<file path="src/rtl/wb_trace_buffer.sv">
// Writeback commit trace: queues committed register writes and streams each
// one as a 3-beat event (header with stamp/rd, pc, data) over valid/ready.
module wb_trace_buffer #(
    parameter int unsigned DEPTH = 8,
    parameter int unsigned CNT_W = 4
) (
    input  logic             clk,
    input  logic             rst,
    input  logic             clear,
    input  logic             trace_en,
    input  logic             cap_regWrite,
    input  logic [4:0]       cap_rd,
    input  logic [31:0]      cap_writeData,
    input  logic [31:0]      cap_pc,
    output logic             out_valid,
    input  logic             out_ready,
    output logic [31:0]      out_data,
    output logic             out_last,
    output logic [CNT_W-1:0] count,
    output logic [15:0]      drop_count,
    output logic             overflow
);

    localparam int unsigned PTR_W   = (DEPTH > 1) ? $clog2(DEPTH) : 1;
    localparam int unsigned STAMP_W = 16;

    typedef struct packed {
        logic [STAMP_W-1:0] stamp;
        logic [4:0]         rd;
        logic [31:0]        pc;
        logic [31:0]        data;
    } entry_t;

    typedef enum logic [1:0] {IDLE, HDR, PC, DAT} state_t;

    state_t             state_q, state_d;
    entry_t             mem [DEPTH];
    logic [PTR_W-1:0]   wr_ptr, rd_ptr, rd_ptr_d;
    logic [STAMP_W-1:0] stamp_q;
    logic [CNT_W-1:0]   count_d;
    entry_t             new_entry, head_d;
    logic               cap, hs, pop, full, push, drop;
    logic               out_valid_d, out_last_d;
    logic [31:0]        out_data_d;

    // Capture / pop qualification and the head entry visible after this edge
    always_comb begin
        cap       = trace_en && cap_regWrite && (cap_rd != 5'd0);
        hs        = out_valid && out_ready;
        pop       = hs && (state_q == DAT);
        full      = (count == CNT_W'(DEPTH));
        push      = cap && (!full || pop);
        drop      = cap && full && !pop;
        count_d   = count + CNT_W'(push) - CNT_W'(pop);
        rd_ptr_d  = pop ? rd_ptr + PTR_W'(1) : rd_ptr;
        new_entry = '{stamp: stamp_q, rd: cap_rd, pc: cap_pc, data: cap_writeData};
        // An entry written this edge may become the head immediately
        head_d    = (push && (rd_ptr_d == wr_ptr)) ? new_entry : mem[rd_ptr_d];
    end

    // Serializer next state and next registered beat
    always_comb begin
        state_d     = state_q;
        out_valid_d = 1'b0;
        out_data_d  = 32'd0;
        out_last_d  = 1'b0;
        case (state_q)
            IDLE:    if (count_d != '0) state_d = HDR;
            HDR:     if (hs) state_d = PC;
            PC:      if (hs) state_d = DAT;
            DAT:     if (hs) state_d = (count_d != '0) ? HDR : IDLE;
            default: state_d = IDLE;
        endcase
        case (state_d)
            HDR: begin
                out_valid_d = 1'b1;
                out_data_d  = {head_d.stamp, 11'd0, head_d.rd};
            end
            PC: begin
                out_valid_d = 1'b1;
                out_data_d  = head_d.pc;
            end
            DAT: begin
                out_valid_d = 1'b1;
                out_data_d  = head_d.data;
                out_last_d  = 1'b1;
            end
            default: ;
        endcase
    end

    always_ff @(posedge clk) begin
        if (rst || clear) state_q <= IDLE;
        else              state_q <= state_d;
    end

    always_ff @(posedge clk) begin
        if (rst || clear) begin
            wr_ptr     <= '0;
            rd_ptr     <= '0;
            count      <= '0;
            stamp_q    <= '0;
            drop_count <= 16'd0;
            overflow   <= 1'b0;
            out_valid  <= 1'b0;
            out_data   <= 32'd0;
            out_last   <= 1'b0;
        end else begin
            stamp_q   <= stamp_q + STAMP_W'(1);
            count     <= count_d;
            rd_ptr    <= rd_ptr_d;
            out_valid <= out_valid_d;
            out_data  <= out_data_d;
            out_last  <= out_last_d;
            if (push) wr_ptr <= wr_ptr + PTR_W'(1);
            if (drop) begin
                if (drop_count != 16'hFFFF) drop_count <= drop_count + 16'd1;
                overflow <= 1'b1;
            end
        end
    end

    // Storage needs no reset; occupancy is tracked by count
    always_ff @(posedge clk) begin
        if (!rst && !clear && push) mem[wr_ptr] <= new_entry;
    end

endmodule
</file>
<file path="config.mk">
export PLATFORM = sky130hd
export DESIGN_NAME = wb_trace_buffer
export DESIGN_NICKNAME = d
export VERILOG_FILES = /design/src/rtl/wb_trace_buffer.sv
export SDC_FILE = /design/constraint.sdc
export NUM_CORES = 1
export LEC_CHECK = 0
export BUFFER_PORTS_ARGS = -buffer_cell sky130_fd_sc_hd__buf_2
export CORE_MARGIN = 2
export CORE_UTILIZATION = 25
export DETAILED_ROUTE_END_ITERATION = 8
export SLEW_MARGIN = 20
export SYNTH_ARGS = -nofsm -noshare
export SYNTH_HDL_FRONTEND = slang
export SYNTH_SLANG_ARGS = --single-unit
</file>
<file path="constraint.sdc">
create_clock -name clk -period 10.89 [get_ports clk]
set_input_delay 0.5445 -clock clk [delete_from_list [all_inputs] [get_ports clk]]
set_output_delay 0.5445 -clock clk [all_outputs]
set_load 0.05 [all_outputs]
</file>
== Word-level counts from Yosys, hierarchy flattened ==
Memories as Yosys holds them, arrays and structs flattened.
Index checks and enable logic that the tools add are counted.
Operators by class
  multiplexer cells: 13
  reductions and logical operators: 21
  $add $sub $neg: 6
  equal/unequal tests: 9
Operators by type and width (number)
  $pmux 32 s3: 1
  $mux 85: 1
  $add 16x1->16 const B: 2
  $ne 16x16->1 const B: 1
  $logic_and 1x1->1: 10
  $eq 2x2->1 const B: 4
  $mux 2: 4
  $pmux 2 s4: 1
  $add 3x1->3 const B: 2
  $mux 1: 5
  $reduce_bool 5->1: 1
  $add 4x1->4: 1
  $eq 2x1->1 const B: 2
  $eq 4x4->1 const B: 1
  $logic_not 1->1: 4
  $reduce_bool 4->1: 1
  $sub 4x1->4: 1
  $eq 3x3->1: 1
  $mux 3: 1
  $reduce_or 3->1: 1
  $logic_not 2->1: 1
  $logic_or 1x1->1: 2
  $reduce_and 2->1: 1
Storage, ports and cells
  flip-flop bits (word level): 79
  memories: 1
  word-level logic and storage cells: 60
  RAM bits: 680
Memory list
  mem: words 8, width 85, read ports 1, clocked after memory_dff 0, write ports 1, RTL line 37  | entry_t mem [DEPTH];

== Logic depth before layout (Yosys ltp) ==
  depth after elaboration: 13
  gate-level depth with buffers: 19
  gate-level depth less buffers: 14

== Worst setup path after synthesis ==
Ideal clock, no wire load.
  path type: register to register
  from: register out_valid
  to: memory mem[2][0] (netlist bit) (enable)
  path slack: 2821 ps
  stages on the path, launching flop included: 6
  clock period less this slack: 8069 ps
  data arrival time: 7437 ps
  path through: dfxtp_1 -> nand4_2 -> buf_2 -> a21oi_2 -> nand3_1 -> nor3_1
Between the ends
  word-level cells in the longest chain between the ends: 7
RTL lines
  start, declared: RTL line 15  | output logic out_valid,
  start signal, assigned: RTL line 112  | out_valid <= out_valid_d;
  $logic_and 1x1->1: RTL line 49  | hs = out_valid && out_ready;
  $logic_and 1x1->1: RTL line 50  | pop = hs && (state_q == DAT);
  $logic_or 1x1->1: RTL line 52  | push = cap && (!full || pop);
  $logic_and 1x1->1: RTL line 52
  $logic_and 1x1->1: RTL line 125  | if (!rst && !clear && push) mem[wr_ptr] <= new_entry;
  $mux 1: RTL line 125
  $mux 1 (not written as such): RTL line 125
  end, declared: RTL line 37
No other way between the ends.

== Worst setup path in the final report ==
  from: register rd_ptr[1]
  to: register out_data[22]
Between the ends
  word-level cells in the longest chain between the ends: 6
  elaborated cells between the ends (all ways): 7
  classes of those cells: add/sub: 1; eq/ne: 1; mux: 3; reduce/logical: 1; memory: 1
RTL lines
  start, declared: RTL line 38  | logic [PTR_W-1:0] wr_ptr, rd_ptr, rd_ptr_d;
  start signal, assigned: RTL line 111  | rd_ptr <= rd_ptr_d;
  $add 3x1->3: RTL line 55  | rd_ptr_d = pop ? rd_ptr + PTR_W'(1) : rd_ptr;
  $mux 3 (*): RTL line 55
  branches (longest 2 deep; another with $mem_v2 8x85)
  $mux 85 (*): RTL line 58  | head_d = (push && (rd_ptr_d == wr_ptr)) ? new_entry : mem[rd_ptr_d];
  $pmux 32 s3 (*): RTL line 74  | case (state_d)
  end signal, assigned: RTL line 113  | out_data <= out_data_d;
  end, declared: RTL line 17  | output logic [31:0] out_data,
Mark *: on every way between the ends.
A chain may end at the register's enable or synchronous reset.

==> run metrics <==
outcome finished clean; Final GP Congestion 0.7453; RSZ-0062 raised after global routing false; DRT iter0 DRCs 2,378; Slowest Stage Delay on Critical Path 820 ps; crit path cell chain buf_4 > ha_2 > buf_4 > nand2_4 > buf_4 > buf_4 > o22ai_1 > nor3_1 > o21ai_0 > a21oi_1 > o31a_1; vias in the first global route 21.21k; Critical R2R Launch rd_ptr[1]; number of top-level pins 130; Setup Viol. Count Final 0; Tmin final 5126 ps; Vias 21.91k; row cnt 132; GR Layer Usage met2 22.86%; Post-CTS Setup Bufs 0; Post-synth EDFFs 680; Finished Layout Cells 4,193; Layout area overhead 16.01%; Max Clock Freq 195.1 MHz; Num Clock Sinks 759; Crit. End Element flop; CP arrival 5740 ps; Max Slew Vio Count 0; IR drop worst, VDD 0.1076 mV; DR DRC count 0; max_slew headroom 26.51%; FILL cells 12.99k; Die Height 365.1 um; hold path startpoint cap_writeData[23]; final worst setup slack 5764 ps; Max clock buf depth 3; Wirelength per Cell 22.61 um; final period utilization 47.07%; library cells used by synthesis 74; Slowest cell on crit path buf_4; WP buf/inv 4; CP Launch Type flop; Final Hold Viols 0; sequential-to-total area share from yosys stat 67.50%; Fin Setup TNS 0 ps; synth warn 0; final WL 94,800 um; post-route ant nets 0; worst skew pair latency 670 ps; Vias per Instance 5.226; Hold Crit Class in2reg; post-place instance area 35,050 um^2; Worst Skew 46.59 ps; CTS tree done; clk root buf clkbuf_16; depth of the CTS H-tree 3; Post-Syn Instances 2,312; largest net degree at the start of global routing 95; wire length of the first global-routing pass 139,300 um; Initial Util 25.17%; grt total ovfl 0; Syn Nets 2,396; Avg Cell Area, Syn 14.10 um^2; nets@finish 2,463; Hold Buf Count CTS 0; Place WS 5248 ps; async set-reset flop share out of synthesis 0%; family with the most delay on the worst path buffers and inverters; CORE AREA 129,500 um^2; pwr dens 162.4 nW/um^2; FF+latch count, synth 759; crit path kind reg2reg; placed cell count 4,035; port bufs 129; Num CTS Buffers 84; post-route cell area 37,810 um^2; Leak 11.46 nW; drt pass-1 iters 5; met1 usage 18.65%; post-DP HPWL 54,390 um; Post-CTS Resized 0; Chip Width 365.1 um; synthesized cell area 32,600 um^2; gr usage total 13.91%; Worst setup startpoint rd_ptr[1]; total of max-cap violations 0; critical-path maximum fanout 87; initial antenna violation count 23; fraction of layout cells with a size suffix above 1 16.57%; Req. time, crit path 11,510 ps; met3 usage 2.371%; Tightest Pin Transition 1102 ps; busiest grt layer met2; DIE AREA 133,300 um^2; Synth Flop Type edfxtp_1; most used cell, CP buf_4; Clock transition at path regs 60 ps
[per-layer routing]
layer | up-vias | wire length, um
met5 | - | 56
met4 | 10 | 2619
met3 | 176 | 6423
met2 | 842 | 45300
met1 | 11200 | 40400
li1 | 9685 | -
[sequential cells by signal, indices dropped and copies added, names as in the netlist]
register and count:
wr_ptr 3, state_q 2, stamp_q 16, overflow 1
out_last 1, mem 680, drop_count 16, out_data 32
rd_ptr 3, count 4, out_valid 1
[placed cells by master, fill, tap and decap left out, types with 9 or more instances in the layout]
master and instances:
o211ai_1 23, o32ai_1 10, o21a_1 11, a221oi_1 19, clkbuf_1 30, o32a_1 17
clkbuf_8 9, a21oi_1 35, nand3_1 71, edfxtp_1 680, nand4_1 11, nand2_1 75
mux2_2 17, o22ai_1 326, nand2b_1 12, dfxtp_1 77, o21ai_0 86, clkbuf_16 84
a222oi_1 11, nor2_1 58, o21ai_1 9, and4_1 12, inv_1 10, o31a_1 16
mux4_2 55, buf_2 129, clkinv_2 14, mux2i_1 91, o221ai_1 67, nor3_1 180
buf_4 47, xor2_1 21
[final cells by class]
type                    count  area (um^2)  area share [%]
diodes                      1        2.502        0.006618
clock buffers             123         2338           6.184
clock inverters            34        409.1           1.082
inverters                  12        46.29          0.1224
multi-input cells        1346         9833           26.00
flip-flops and latches    759        22010           58.20
well taps                1742         2180           5.764
repair buffers            176        998.5           2.640
[cell families (layout without fill, tap and decap cells)]
logic type               count (synthesis)  after routing  synth area share, %
AND/OR/NAND/NOR                        469            469                7.113
AO/OA/AOI/OAI                          673            673                14.08
adder cells (fa/ha/maj)                  9              9               0.3685
multiplexers                           164            164                7.251
XOR/XNOR                                31             31               0.9558
other                                    0              1                    0
flip-flops                             759            759                67.50
buffers and inverters                  207            345                2.741
[where the power goes]
part,switching (mW),internal [mW]
sequential,0.00945,3.17
clock,1.18,1.63
combinational,0.114,0.0406
total,1.30,4.84
[stage by stage]
step	total power [mW]	util, %	hold slack, ps
after floorplan	3.312	-	499.1
after global placement	3.393	27.07	449.9
after detailed placement	3.396	27.07	460.7
after CTS	6.195	29.19	123.9
after global routing	6.325	29.20	158.1
final	6.140	29.20	161.8
[worst paths after layout]
| kind | cells past startpoint | to | slack [ps] |
|---|---|---|---|
| worst max-delay path | 11 | out_data[22] | 5760 |
| worst min-delay path | 1 | mem[2][23] | 160 |
| worst max register to register | 11 | out_data[22] | 5760 |
| worst min register to register | 2 | overflow | 480 |
[cell usage after synthesis (all sizes together) (6+ instances only)]
| master | n | area (um^2) |
|---|---|---|
| o21a | 11 | 82.58 |
| inv | 10 | 37.54 |
| a21oi | 36 | 183.9 |
| and3 | 6 | 37.54 |
| and2 | 8 | 50.05 |
| mux4 | 55 | 1239 |
| xor2 | 22 | 200.2 |
| mux2 | 17 | 191.4 |
| buf | 91 | 457.9 |
| a221oi | 19 | 166.4 |
| ha | 8 | 100.1 |
| nor2 | 66 | 252.7 |
| o32ai | 11 | 103.9 |
| and4 | 13 | 116.4 |
| dfxtp | 79 | 1582 |
| o31a | 16 | 140.1 |
| mux2i | 92 | 933.4 |
| nand4 | 13 | 93.84 |
| edfxtp | 680 | 20420 |
| clkbuf | 104 | 390.4 |
| o32a | 17 | 170.2 |
| nand3 | 71 | 355.3 |
| o22ai | 326 | 2039 |
| a22oi | 8 | 60.06 |
| xnor2 | 8 | 88.84 |
| nand2b | 12 | 75.07 |
| nand2 | 80 | 300.3 |
| nor3 | 182 | 910.9 |
| o221ai | 67 | 586.8 |
| a222oi | 11 | 110.1 |
| o211ai | 23 | 172.7 |
| o21ai | 96 | 480.5 |
(Power assumes the default switching activity.)
